`src/rtl/ahb_apb_pkg.sv`:
```
// Shared encodings for the AHB-to-APB bridge: AHB transfer/response codes and FSM states.
package ahb_apb_pkg;

    // AHB HTRANS encodings
    localparam logic [1:0] HTRANS_IDLE   = 2'b00;
    localparam logic [1:0] HTRANS_BUSY   = 2'b01;
    localparam logic [1:0] HTRANS_NONSEQ = 2'b10;
    localparam logic [1:0] HTRANS_SEQ    = 2'b11;

    // AHB HRESP encodings
    localparam logic HRESP_OKAY  = 1'b0;
    localparam logic HRESP_ERROR = 1'b1;

    // Bridge FSM states
    typedef enum logic [2:0] {
        IDLE   = 3'd0,
        WLATCH = 3'd1,
        SETUP  = 3'd2,
        ACCESS = 3'd3,
        ERR1   = 3'd4,
        ERR2   = 3'd5
    } bridge_state_e;

    // NONSEQ and SEQ both carry a real transfer; IDLE and BUSY do not.
    function automatic logic is_active_trans(input logic [1:0] trans);
        return (trans == HTRANS_NONSEQ) || (trans == HTRANS_SEQ);
    endfunction

endpackage

```
`src/rtl/apb_wait_timer.sv`:
```
// Counts APB wait cycles in ACCESS and flags the cycle in which the wait limit is hit.
module apb_wait_timer
    import ahb_apb_pkg::*;
#(
    parameter int unsigned TIMEOUT = 16
) (
    input  logic clk,
    input  logic rst,
    input  logic clear,
    input  logic count_en,
    output logic timeout
);

    localparam int unsigned CNT_W = (TIMEOUT < 2) ? 1 : $clog2(TIMEOUT + 1);
    // Count value seen during the TIMEOUT-th wait cycle.
    localparam logic [CNT_W-1:0] LIMIT = (TIMEOUT == 0) ? '0 : CNT_W'(TIMEOUT - 1);

    logic [CNT_W-1:0] count;

    // Wait counter: cleared on ACCESS entry, saturates so it never wraps when TIMEOUT is 0.
    always_ff @(posedge clk) begin
        if (rst || clear) begin
            count <= '0;
        end else if (count_en && (count != '1)) begin
            count <= count + 1'b1;
        end
    end

    // Fires when this wait cycle is the TIMEOUT-th one and pready is still low.
    assign timeout = (TIMEOUT != 0) && count_en && (count == LIMIT);

endmodule

```
`src/rtl/ahb2apb_bridge.sv`:
```
// Single-outstanding AHB-lite to APB bridge with registered outputs and APB wait timeout.
module ahb2apb_bridge
    import ahb_apb_pkg::*;
#(
    parameter int unsigned ADDR_W  = 32,
    parameter int unsigned DATA_W  = 32,
    parameter int unsigned TIMEOUT = 16
) (
    input  logic              hclk,
    input  logic              hreset,
    input  logic              hsel,
    input  logic [ADDR_W-1:0] haddr,
    input  logic              hwrite,
    input  logic [1:0]        htrans,
    input  logic              hready,
    input  logic [DATA_W-1:0] hwdata,
    output logic              hreadyout,
    output logic              hresp,
    output logic [DATA_W-1:0] hrdata,
    output logic [ADDR_W-1:0] paddr,
    output logic              pwrite,
    output logic              psel,
    output logic              penable,
    output logic [DATA_W-1:0] pwdata,
    input  logic [DATA_W-1:0] prdata,
    input  logic              pready,
    input  logic              pslverr
);

    bridge_state_e state;
    logic          accept;
    logic          timer_clear;
    logic          timer_en;
    logic          timeout;

    // Transfers are only taken in IDLE; ERR1/ERR2 silently drop anything presented.
    assign accept      = (state == IDLE) && hsel && hready && is_active_trans(htrans);
    assign timer_clear = (state == SETUP);
    assign timer_en    = (state == ACCESS) && !pready;

    apb_wait_timer #(
        .TIMEOUT (TIMEOUT)
    ) u_wait_timer (
        .clk      (hclk),
        .rst      (hreset),
        .clear    (timer_clear),
        .count_en (timer_en),
        .timeout  (timeout)
    );

    // FSM and all bus outputs; outputs are set on the edge that enters the state they belong to.
    always_ff @(posedge hclk) begin
        if (hreset) begin
            state     <= IDLE;
            paddr     <= '0;
            pwrite    <= 1'b0;
            pwdata    <= '0;
            psel      <= 1'b0;
            penable   <= 1'b0;
            hrdata    <= '0;
            hreadyout <= 1'b1;
            hresp     <= HRESP_OKAY;
        end else begin
            unique case (state)
                IDLE: begin
                    if (accept) begin
                        paddr     <= haddr;
                        pwrite    <= hwrite;
                        hreadyout <= 1'b0;
                        if (hwrite) begin
                            // Write data arrives one cycle later, in the AHB data phase.
                            state <= WLATCH;
                        end else begin
                            state <= SETUP;
                            psel  <= 1'b1;
                        end
                    end
                end
                WLATCH: begin
                    pwdata <= hwdata;
                    psel   <= 1'b1;
                    state  <= SETUP;
                end
                SETUP: begin
                    penable <= 1'b1;
                    state   <= ACCESS;
                end
                ACCESS: begin
                    if (pready) begin
                        psel    <= 1'b0;
                        penable <= 1'b0;
                        if (pslverr) begin
                            state <= ERR1;
                            hresp <= HRESP_ERROR;
                        end else begin
                            state     <= IDLE;
                            hreadyout <= 1'b1;
                            if (!pwrite) begin
                                hrdata <= prdata;
                            end
                        end
                    end else if (timeout) begin
                        psel    <= 1'b0;
                        penable <= 1'b0;
                        state   <= ERR1;
                        hresp   <= HRESP_ERROR;
                    end
                end
                ERR1: begin
                    // Second cycle of the two-cycle AHB ERROR response.
                    hreadyout <= 1'b1;
                    state     <= ERR2;
                end
                ERR2: begin
                    hresp <= HRESP_OKAY;
                    state <= IDLE;
                end
                default: begin
                    state <= IDLE;
                end
            endcase
        end
    end

endmodule

```
`config.mk`:
```
export PLATFORM = sky130hd
export DESIGN_NAME = ahb2apb_bridge
export DESIGN_NICKNAME = d
export VERILOG_FILES = /design/src/rtl/ahb_apb_pkg.sv /design/src/rtl/apb_wait_timer.sv /design/src/rtl/ahb2apb_bridge.sv
export SDC_FILE = /design/constraint.sdc
export NUM_CORES = 1
export LEC_CHECK = 0
export ABC_AREA = 1
export CAP_MARGIN = 20
export CORE_MARGIN = 1
export CORE_UTILIZATION = 40
export DETAILED_ROUTE_END_ITERATION = 16
export GPL_TIMING_DRIVEN = 1
export PLACE_DENSITY_LB_ADDON = 0.1
export SLEW_MARGIN = 20
export SYNTH_ARGS = -nofsm -noshare
export SYNTH_HDL_FRONTEND = slang
export SYNTH_SLANG_ARGS = --single-unit
```
`constraint.sdc`:
```
create_clock -name hclk -period 1.7 [get_ports hclk]
set_input_delay 0.34 -clock hclk [delete_from_list [all_inputs] [get_ports hclk]]
set_output_delay 0.34 -clock hclk [all_outputs]
set_load 0.05 [all_outputs]
```
# ---- Word level (Yosys, flattened, before mapping)
# Index checks and enable logic that the tools add are counted.
dict set report totals {
  inputBits 105
  ff_bits 109
  wordCells 69
}
dict set report classes {
  mux 20
  bitwise 2
  reduce_logical 21
  n_eq_ne 15
  n_addsub 1
}
# operator n
set ops {}
lappend ops {{one-hot mux 3 bit (5 select lines)} 1}
lappend ops {{2-to-1 mux 3 bit} 4}
lappend ops {{AND reduction 4 bit} 3}
lappend ops {{2-to-1 mux 1 bit} 10}
lappend ops {{!= test 2 bit, second input constant} 4}
lappend ops {{== test 3 x 2 -> 1 bit, second input constant} 2}
lappend ops {{== test 3 bit, second input constant} 2}
lappend ops {{logical AND 1 bit} 6}
lappend ops {{!= test 3 bit, second input constant} 2}
lappend ops {{one-hot mux 1 bit (3 select lines)} 2}
lappend ops {{AND reduction 2 bit} 3}
lappend ops {{nonzero test 3 bit} 2}
lappend ops {{adder 5 x 1 -> 5 bit, second input constant} 1}
lappend ops {{== test 5 x 4 -> 1 bit, second input constant} 1}
lappend ops {{!= test 5 bit, second input constant} 1}
lappend ops {{== test 2 bit, second input constant} 2}
lappend ops {{one-hot mux 1 bit (2 select lines)} 2}
lappend ops {{nonzero test 2 bit} 2}
lappend ops {{== test 3 x 1 -> 1 bit, second input constant} 1}
lappend ops {{logical NOT 3 bit} 1}
lappend ops {{AND reduction 3 bit} 1}
lappend ops {{logical OR 1 bit} 2}
lappend ops {{2-to-1 mux 2 bit} 1}
lappend ops {{inverter 1 bit} 2}
lappend ops {{logical NOT 1 bit} 1}

# ---- Depth between registers and ports, before layout
# Gate-level depths: netlist (run 1).
dict set report logic_depth {
  depth_word 6
  ltp_mapped 10
}

# ---- Hierarchy
# A second synthesis (run 1) with hierarchy kept.
dict set report hier_totals {
  hier_cells 520
  area_unflattened_um2 4101.4
}
# module cells_per_inst seq_area_each_um2 area_per_inst_um2 n_inst
set by_module_without_submodules {}
lappend by_module_without_submodules {ahb2apb_bridge 481 2082.0 3823.7 1}
lappend by_module_without_submodules {apb_wait_timer 39 100.1 277.8 1}

# ---- Least setup slack after synthesis (run 1)
# Ideal clock, no wire load.
dict set report synth_path {
  kind {reg-to-reg}
  startpoint {register u_wait_timer.count[0]}
  endpoint {register u_wait_timer.count[2]}
  required_time_ns 1.581
  path_slack_ns 0.338
  t_arrival_ns 1.242
  path_stages_with_launch 11
  cell_sequence {dfxtp_1 -> ha_1 -> nand2_1 -> nor2_1 -> ha_1 -> inv_1 -> nand2_1 -> nor2_4 -> inv_1 -> nand2_1 -> a21oi_1}
}
dict set report synth_via {
  elab_chain_len 2
  word_cells_on_any_way 3
}
# element line
set synth_lines {}
lappend synth_lines {{start, declared} apb_wait_timer.sv:18} ;# logic [CNT_W-1:0] count;
lappend synth_lines {{start signal, assigned} apb_wait_timer.sv:25} ;# count <= count + 1'b1;
lappend synth_lines {{parallel branches: the longest is 2 deep, another holds adder 5 x 1 -> 5 bit} n/a}
# Several ways; the timed one is not identified.
# A chain may end at the register's enable or synchronous reset.

# ---- Worst setup path in the final report (run 1)
# Same ends and word-level chain as after synthesis.

==> results_dict.tcl, run 1 <==
set metrics [dict create \
    outcome "completed" \
    max_slew_margin 0.757 \
    grt_max_degree 41 \
    synth_top_family_by_area "simple AND/OR/NAND/NOR gates" \
    htreeDepth 3 \
    vias 4069 \
    drt-total-wl_um 10800 \
    synthXorXnorAreaFrac 0.00216 \
    ys_types 19 \
    antenna_found_initial 0 \
    synth_area_per_cell_um2 7.71 \
    yosysSeqAreaShare 0.539 \
    cts_setup_buffers 0 \
    p_sw_mw 1.73 \
    synth-simple-area-share 0.260 \
    slowest_stage "dfxtp_1" \
    synthArstFlopShare 0 \
    fin_crit_ns 1.52 \
    cts.sinks 109 \
    synthFlopType "dfxtp_1" \
    worst_pin_slew_ns 0.364 \
    io_pins 206 \
    hp-class "flip-flop to flip-flop" \
    dieHeight_um 103 \
    setup-tns-final_ns 0 \
    diodes 0 \
    grt_pass1_vias 3578 \
    initial_core_util 0.414 \
    cts_tree "done" \
    vdd_drop_max_uv 473 \
    clock_path_buffers 2 \
    io_buffers 204 \
    worst_hold_slack_ns 0.453 \
    synth_compound_area_frac 0.131 \
    pre_cts_ws_ns -0.00652 \
    numCtsBuffers 9 \
    switching_share 0.315 \
    cp_slowest_stage_delay_ns 0.34 \
    worstSetupEndpointType "flip-flop" \
    setup_viol 0 \
    dp_hpwl_um 7850 \
    gp_congestion 0.798 \
    post_drt_wl_per_cell_um 12.6 \
    regToRegEndpoint "u_wait_timer.count[2]" \
    grt_pass1_wl_um 16100 \
    hold_end "hresp" \
    clock_latency_ns 0.36 \
    viasPerCell 4.73 \
    rows 36 \
    syn-num-nets 633 \
    worstRegToRegCells 10 \
    cp-start-kind "flip-flop" \
    worstPathRequired_ns 1.95 \
    ff2ff_setup_slack_ns 0.18 \
    drtIter0Drc 116 \
    path_cells "ha_1 -> nand2_1 -> nor2_1 -> ha_1 -> inv_1 -> nand2_1 -> nor2_4 -> inv_1 -> nand2_1 -> a21oi_1" \
    synth-edff-count 0 \
    drc 0 \
    fp.coreArea_mm2 0.00977 \
    track_usage 0.195 \
    holdBufCountCts 0 \
    r2r_start "u_wait_timer.count[0]" \
    syn_to_final_growth_pct 53.6 \
    fp.dieArea_mm2 0.0105 \
    post-route-period-util 0.894 \
    hold_depth 2 \
    utilization 0.636 \
    first_pass_iters 4 \
    pwr-share-seq 0.503 \
    die_w_um 103 \
    crit_arrival_ns 1.77 \
    drive_above_1_share 0.194 \
    synthAdderAreaFrac 0.00927 \
    maxCapViolCount 0 \
    setup_ws_ns 0.180 \
    clock-root-buffer "clkbuf_8" \
    cts_resized 0 \
    comb_power_share 0.246 \
    internal-power_mw 3.76 \
    clkPwrFrac 0.251 \
    hold_viol 0 \
    syn_area_mm2 0.00405 \
    ys_warn_count 0 \
    grt-ovfl-total 0 \
    leakage_nw 2.55 \
    finClkSkew_ns 0.00957 \
    rsz0062_at_grt "false" \
    clk_pin_slew_worst_paths_ns 0.10 \
    ys_seq_elements 109 \
    muxShareOfSynthArea 0 \
    worstHoldStart "hresp" \
    path_class "flip-flop to flip-flop" \
    power_density_mw_per_mm2 883 \
    drtAntennaViolNets 0 \
    layout_commonest_cell "nor2_1" \
    finish.net_count 832 \
    cpMostUsedCell "nand2_1" \
    syn_inst 525 \
    layout_common_cells "140 x nor2_1, 112 x buf_4, 109 x dfxtp_1" \
    crit_path_max_fanout 8 \
    fillers 864 \
    max_clock_freq_ghz 0.658 \
    drv_slew 0 \
]
-- kinds of logic (layout without fill, tap and decap cells) --
logic type      Yosys count  in the layout
flops                   109            109
xor+xnor                  1              1
buf+inv                  51            254
compound gates          106            106
simple gates            255            255
fa+ha+maj                 3              3
-- metrics by stage --
step / instance area [µm²] / power [mW] / instances
detailed placement: 6050 / 4.18 / 846
global route: 6220 / 5.77 / 861
CTS: 6220 / 5.56 / 861
floorplan: 4050 / 3.62 / 525
global placement: 6050 / 4.16 / 846
finish: 6220 / 5.49 / 861
-- layout make-up --
cell class,instances,area (µm²),area share
clock buffer,10,128,0.0205
multi-input combinational,365,1630,0.262
sequential,109,2180,0.351
tap,133,166,0.0268
clock inverter,5,37.5,0.00604
inverter,17,63.8,0.0103
timing repair buffer,222,2010,0.324
-- cells in the mapped netlist (3+ instances only) --
cell type,number,area share
nor2_1,140,0.13
dfxtp_1,109,0.54
o21ai_0,65,0.080
nand2_1,64,0.059
nand3_1,43,0.053
a21oi_1,41,0.051
clkbuf_1,18,0.017
inv_1,15,0.014
buf_2,10,0.012
buf_4,3,0.0056
buf_6,3,0.0083
ha_1,3,0.0093
nor2_4,3,0.0083
-- registers in the layout, summed over array words and instances, names as in the netlist --
name,cells
u_wait_timer.count,5
pwrite,1
hreadyout,1
paddr,32
penable,1
pwdata,32
hresp,1
hrdata,32
psel,1
state,3
-- routing by layer --
metal | wire (µm) | track usage | up-vias
li1 | - | - | 2085
met1 | 4470 | 0.224 | 1822
met2 | 5220 | 0.338 | 141
met3 | 840 | 0.0468 | 21
met4 | 285 | 0.0967 | 0
met5 | 0 | 0 | -
-- power groups by stage --
stage | Combinational, mW | Clock, mW | Sequential [mW]
after floorplan | 0.365 | 0 | 3.25
after global placement | 1.34 | 0 | 2.82
after detailed placement | 1.36 | 0 | 2.82
after CTS | 1.36 | 1.44 | 2.76
after global routing | 1.45 | 1.53 | 2.78
final | 1.35 | 1.38 | 2.76
-- worst max-delay path, delay by kind of cell, from the launching register on --
family,cells,cell delay (ns)
and+or+nand+nor,5,0.46
adders and majority gates,2,0.40
AOI/OAI and AO/OA,1,0.06
buffers and inverters,2,0.15
DFF,1,0.34
-- how the worst max path moves through the flow --
stage                     startpoint                    end  depth (start not counted)
5_1_grt        u_wait_timer.count[0]  u_wait_timer.count[2]                         10
4_1_cts        u_wait_timer.count[0]  u_wait_timer.count[4]                          9
3_5_place_dp                    hsel              paddr[22]                          7
3_3_place_gp               htrans[1]               paddr[4]                          7
2_1_floorplan  u_wait_timer.count[0]  u_wait_timer.count[2]                         10
6_report       u_wait_timer.count[0]  u_wait_timer.count[2]                         10
Power figures use the tool's default switching activity.
==> run 2, diff against run 1 <==
Settings changed: CELL_PAD_IN_SITES_DETAIL_PLACEMENT set to 0, CELL_PAD_IN_SITES_GLOBAL_PLACEMENT set to 1, CORE_UTILIZATION 40 to 27, CTS_CLUSTER_SIZE set to 10.
==> results_dict.tcl, run 2 (same netlist as run 1, synthesis figures left out) <==
set metrics [dict create \
    outcome "completed" \
    met1_usage 0.189 \
    drtIter0Drc 230 \
    drv_slew 0 \
    grt_pass1_vias 3825 \
    numCtsBuffers 9 \
    max_slew_margin 0.742 \
    cp_slowest_stage_delay_ns 0.33 \
    worstRegToRegCells 10 \
    clk_pin_slew_worst_paths_ns 0.07 \
    layout_common_cells "140 x nor2_1, 112 x buf_4, 109 x dfxtp_1" \
    met3_usage 0.0417 \
    path_class "flip-flop to flip-flop" \
    drtAntennaViolNets 0 \
    dieHeight_um 124 \
    max_clock_freq_ghz 0.663 \
    syn_to_final_growth_pct 60.5 \
    fp.dieArea_mm2 0.0155 \
    finish.net_count 833 \
    setup_ws_ns 0.192 \
    fin_crit_ns 1.51 \
    slowest_stage "dfxtp_1" \
    io_pins 206 \
    path_cells "ha_1 -> nand2_1 -> nor2_1 -> ha_1 -> inv_1 -> nand2_1 -> nor2_4 -> inv_1 -> nand2_1 -> a21oi_1" \
    htreeDepth 3 \
    vdd_drop_max_uv 478 \
    rsz0062_at_grt "false" \
    vias 4061 \
    worstPathRequired_ns 1.93 \
    post_drt_wl_per_cell_um 12.8 \
    first_pass_iters 4 \
    cp-start-kind "flip-flop" \
    cts_setup_buffers 0 \
    regToRegEndpoint "u_wait_timer.count[0]" \
    antenna_found_initial 0 \
    fp.coreArea_mm2 0.0146 \
    rows 44 \
    grt-ovfl-total 0 \
    cts_tree "done" \
    leakage_nw 2.65 \
    grt_max_degree 40 \
    die_w_um 124 \
    cts.sinks 109 \
    layout_commonest_cell "nor2_1" \
    post-route-period-util 0.887 \
    crit_arrival_ns 1.74 \
    utilization 0.445 \
    io_buffers 204 \
    maxCapViolCount 0 \
    grt_pass1_wl_um 19000 \
    crit_path_max_fanout 8 \
    setup_viol 0 \
    cpMostUsedCell "nand2_1" \
    diodes 0 \
    cts_resized 0 \
    hp-class "flip-flop to flip-flop" \
    gp_congestion 0.745 \
    clock_path_buffers 2 \
    hold_viol 0 \
    clock_latency_ns 0.35 \
    worstHoldStart "hresp" \
    reg_top3 "hrdata: 32 flops, paddr: 32 flops, pwdata: 32 flops" \
    viasPerCell 4.44 \
    drc 0 \
    track_usage 0.153 \
    busiest_layer "met2" \
    dp_hpwl_um 8240 \
    worst_hold_slack_ns 0.453 \
    hold_end "hresp" \
    setup-tns-final_ns 0 \
    clock-root-buffer "clkbuf_16" \
    ff2ff_setup_slack_ns 0.19 \
    worstSetupEndpointType "flip-flop" \
    drive_above_1_share 0.196 \
    global_route.usage.met2 0.251 \
    hold_depth 2 \
    drt-total-wl_um 11700 \
    pre_cts_ws_ns -0.0455 \
    finClkSkew_ns 0.00870 \
    power_density_mw_per_mm2 1020 \
    holdBufCountCts 0 \
    worst_pin_slew_ns 0.387 \
    initial_core_util 0.278 \
    r2r_start "u_wait_timer.count[0]" \
]
run 2: critical path: cells and delay by family (launching register included):
kind,cells,cell delay [ns]
compound gates,1,0.05
fa+ha+maj,2,0.39
buf+inv,2,0.16
flops,1,0.33
simple gates,5,0.48
run 2: final cells by class:
cell class                 count  area [µm²]
clock buffer                  13         270
multi-input combinational    365        1630
clock inverter                 3        90.1
fill                        1453        8090
inverter                      17        63.8
tap                          184         230
sequential                   109        2180
timing repair buffer         223        2030
run 2: routing by layer:
layer / routed length, µm / share of wire
met1: 5230 / 0.45
met2: 5570 / 0.48
met3: 719 / 0.061
met4: 195 / 0.017
met5: 0 / 0
run 2: where the power goes:
part / total [mW] / internal (mW) / switching (mW) / leakage (nW)
clock network: 2.51 / 1.56 / 0.946 / 0.176
logic: 1.36 / 0.545 / 0.815 / 1.59
registers: 2.76 / 2.69 / 0.0783 / 0.885
run 2: worst max-delay path by stage:
| stage | from | endpoint | slack [ns] | depth (start not counted) |
|---|---|---|---|---|
| 6_report | u_wait_timer.count[0] | u_wait_timer.count[0] | 0.19 | 10 |
| 5_1_grt | u_wait_timer.count[0] | u_wait_timer.count[4] | 0.04 | 9 |
| 4_1_cts | u_wait_timer.count[0] | u_wait_timer.count[0] | 0.17 | 10 |
| 3_5_place_dp | hready | paddr[9] | -0.05 | 7 |
| 3_3_place_gp | hready | paddr[11] | -0.02 | 7 |
| 2_1_floorplan | u_wait_timer.count[0] | u_wait_timer.count[2] | 0.34 | 10 |
run 2: through the flow:
stage,cell area (µm²),cells,power (mW)
floorplan,4050,525,3.62
global placement,6140,898,4.18
detailed placement,6140,898,4.20
CTS,6500,914,6.73
global route,6500,914,6.94
finish,6500,914,6.63
==> run 3, diff against run 2 <==
Settings changed: ABC_AREA 1 to not set, CELL_PAD_IN_SITES_DETAIL_PLACEMENT 0 to 2, CELL_PAD_IN_SITES_GLOBAL_PLACEMENT 1 to 2, CORE_UTILIZATION 27 to 23, SKIP_CTS_REPAIR_TIMING set to 1.
==> results_dict.tcl, run 3 <==
set metrics [dict create \
    outcome "completed" \
    maxCapViolCount 0 \
    cp_slowest_stage_delay_ns 0.42 \
    synth_area_per_cell_um2 8.53 \
    ys_types 44 \
    global_route.usage.met2 0.310 \
    fp.dieArea_mm2 0.0201 \
    synthTopCellsByCount "109 x dfxtp_1, 106 x a21oi_1, 66 x nand2_1, 38 x nand3_1, 36 x o31ai_1" \
    synthFlopType "dfxtp_1" \
    hold_viol 0 \
    syn_inst 526 \
    grt_max_degree 50 \
    met1_usage 0.224 \
    setup_ws_ns 0.00963 \
    viasPerCell 4.85 \
    drtIter0Drc 191 \
    hp-class "primary input to flip-flop" \
    yosysSeqAreaShare 0.487 \
    cts_tree "done" \
    seqCellArea_mm2 0.00218 \
    final-instance-count-excl-fill 979 \
    worstPathRequired_ns 1.99 \
    grt_pass1_vias 5155 \
    setup_viol 0 \
    reg_top3 "hrdata: 32 flops, paddr: 32 flops, pwdata: 32 flops" \
    clock-root-buffer "clkbuf_16" \
    crit_path_max_fanout 2 \
    clock_latency_ns 0.35 \
    worst_pin_slew_ns 0.547 \
    syn_area_mm2 0.00448 \
    io_pins 206 \
    clock_path_buffers 2 \
    finish.net_count 822 \
    syn_to_final_growth_pct 55.1 \
    gp_congestion 0.743 \
    busiest_layer "met2" \
    max_slew_margin 0.635 \
    yosysMostFrequentCell "dfxtp_1" \
    crit_arrival_ns 1.98 \
    worstHoldStart "hreset" \
    vdd_drop_max_uv 460 \
    path_cells "ha_4 -> and3_4 -> ha_4 -> or2_1 -> or4_4 -> a21oi_2" \
    synth_area_leaders "dfxtp_1 49%, a21oi_1 12%, o31ai_1 6.0%" \
    drt-total-wl_um 17900 \
    drive_above_1_share 0.235 \
    vias 4753 \
    ys_warn_count 0 \
    rsz0062_at_grt "true" \
    synth_area_leader_cell "dfxtp_1" \
    max_clock_freq_ghz 0.592 \
    cpMostUsedCell "ha_4" \
    cts.sinks 109 \
    synthArstFlopShare 0 \
    diodes 0 \
    first_pass_iters 4 \
    ff2ff_setup_slack_ns 0.01 \
    grt_pass1_wl_um 28000 \
    drc 0 \
    numCtsBuffers 9 \
    track_usage 0.179 \
    synth-edff-count 0 \
    io_buffers 204 \
    clk_pin_slew_worst_paths_ns 0.08 \
    pre_cts_ws_ns -0.189 \
    antenna_found_initial 0 \
    cp-start-kind "flip-flop" \
    multi_input_area_mm2 0.00201 \
    r2r_start "u_wait_timer.count[1]" \
    crit_path_start "u_wait_timer.count[1]" \
    syn-num-nets 634 \
    post-route-period-util 0.994 \
    drv_slew 0 \
    path_buf_inv 0 \
    met3_usage 0.0371 \
    finClkSkew_ns 0.0116 \
    leakage_nw 2.57 \
    die_w_um 142 \
    power_density_mw_per_mm2 804 \
    fin_crit_ns 1.69 \
    cp_top_family "simple AND/OR/NAND/NOR gates" \
    path_class "flip-flop to flip-flop" \
    setup-tns-final_ns 0 \
    grt-ovfl-total 0 \
    slowest_stage "or4_4" \
    fp.coreArea_mm2 0.0189 \
    worstSetupEndpointType "flip-flop" \
    layout_common_cells "126 x buf_4, 107 x dfxtp_1, 106 x a21oi_1" \
    ys_seq_elements 109 \
    dieHeight_um 142 \
    post_drt_wl_per_cell_um 18.2 \
    initial_core_util 0.237 \
    fillers 2157 \
    yosysTopAreaCellShare 0.487 \
    layout_commonest_cell "buf_4" \
    dp_hpwl_um 12500 \
    dp.cells 961 \
    drtAntennaViolNets 0 \
    rows 50 \
    htreeDepth 3 \
]
==> run 3: worst reg2reg max path: cells and delay by family, from the launching register on <==
kind,cells,cell delay (ns)
adder cells (fa/ha/maj),2,0.31
AND/OR/NAND/NOR,3,0.84
flip-flops,1,0.34
AO/OA/AOI/OAI,1,0.14
==> run 3: cell type report <==
class / instances / share of cell area
repair buffers: 237 / 0.309
inverters: 5 / 0.00270
flip-flops and latches: 109 / 0.314
clock inverters: 5 / 0.00504
multi-input cells: 352 / 0.289
clock buffers: 11 / 0.0335
well taps: 260 / 0.0468
==> run 3: routing by layer <==
layer | routed length [µm] | vias to the layer above
li1 | - | 2276
met1 | 7960 | 2343
met2 | 8800 | 118
met3 | 840 | 16
met4 | 256 | 0
met5 | 0 | -
==> run 3: where the power goes <==
group          switching, mW  total (mW)  leakage [nW]  internal, mW
Sequential            0.0331        2.64         0.883          2.61
Combinational          0.525       0.923          1.55         0.399
Clock                   1.02        2.03         0.130          1.00
==> run 3: final timing paths <==
path | to | cells after the start
worst min register to register | pwdata[15] | 2
worst max register to register | u_wait_timer.count[3] | 6
worst min-delay path | paddr[10] | 2
worst max-delay path | u_wait_timer.count[3] | 6
==> run 3: logic make-up after synthesis <==
group,after synthesis,synth area share
and+or+nand+nor,159,0.185
muxes,1,0.00223
buffers and inverters,65,0.0748
DFF,109,0.487
adders and majority gates,3,0.00837
AOI/OAI and AO/OA,189,0.243
==> run 3: metrics by stage <==
stage	total power [mW]	hold slack, ns	utilization	instance area [µm²]
detailed placement	3.64	0.455	0.352	6650
CTS	5.69	0.204	0.366	6920
floorplan	3.16	0.468	-	4500
global route	5.86	0.210	0.368	6960
global placement	3.62	0.444	0.352	6650
finish	5.59	0.214	0.368	6960
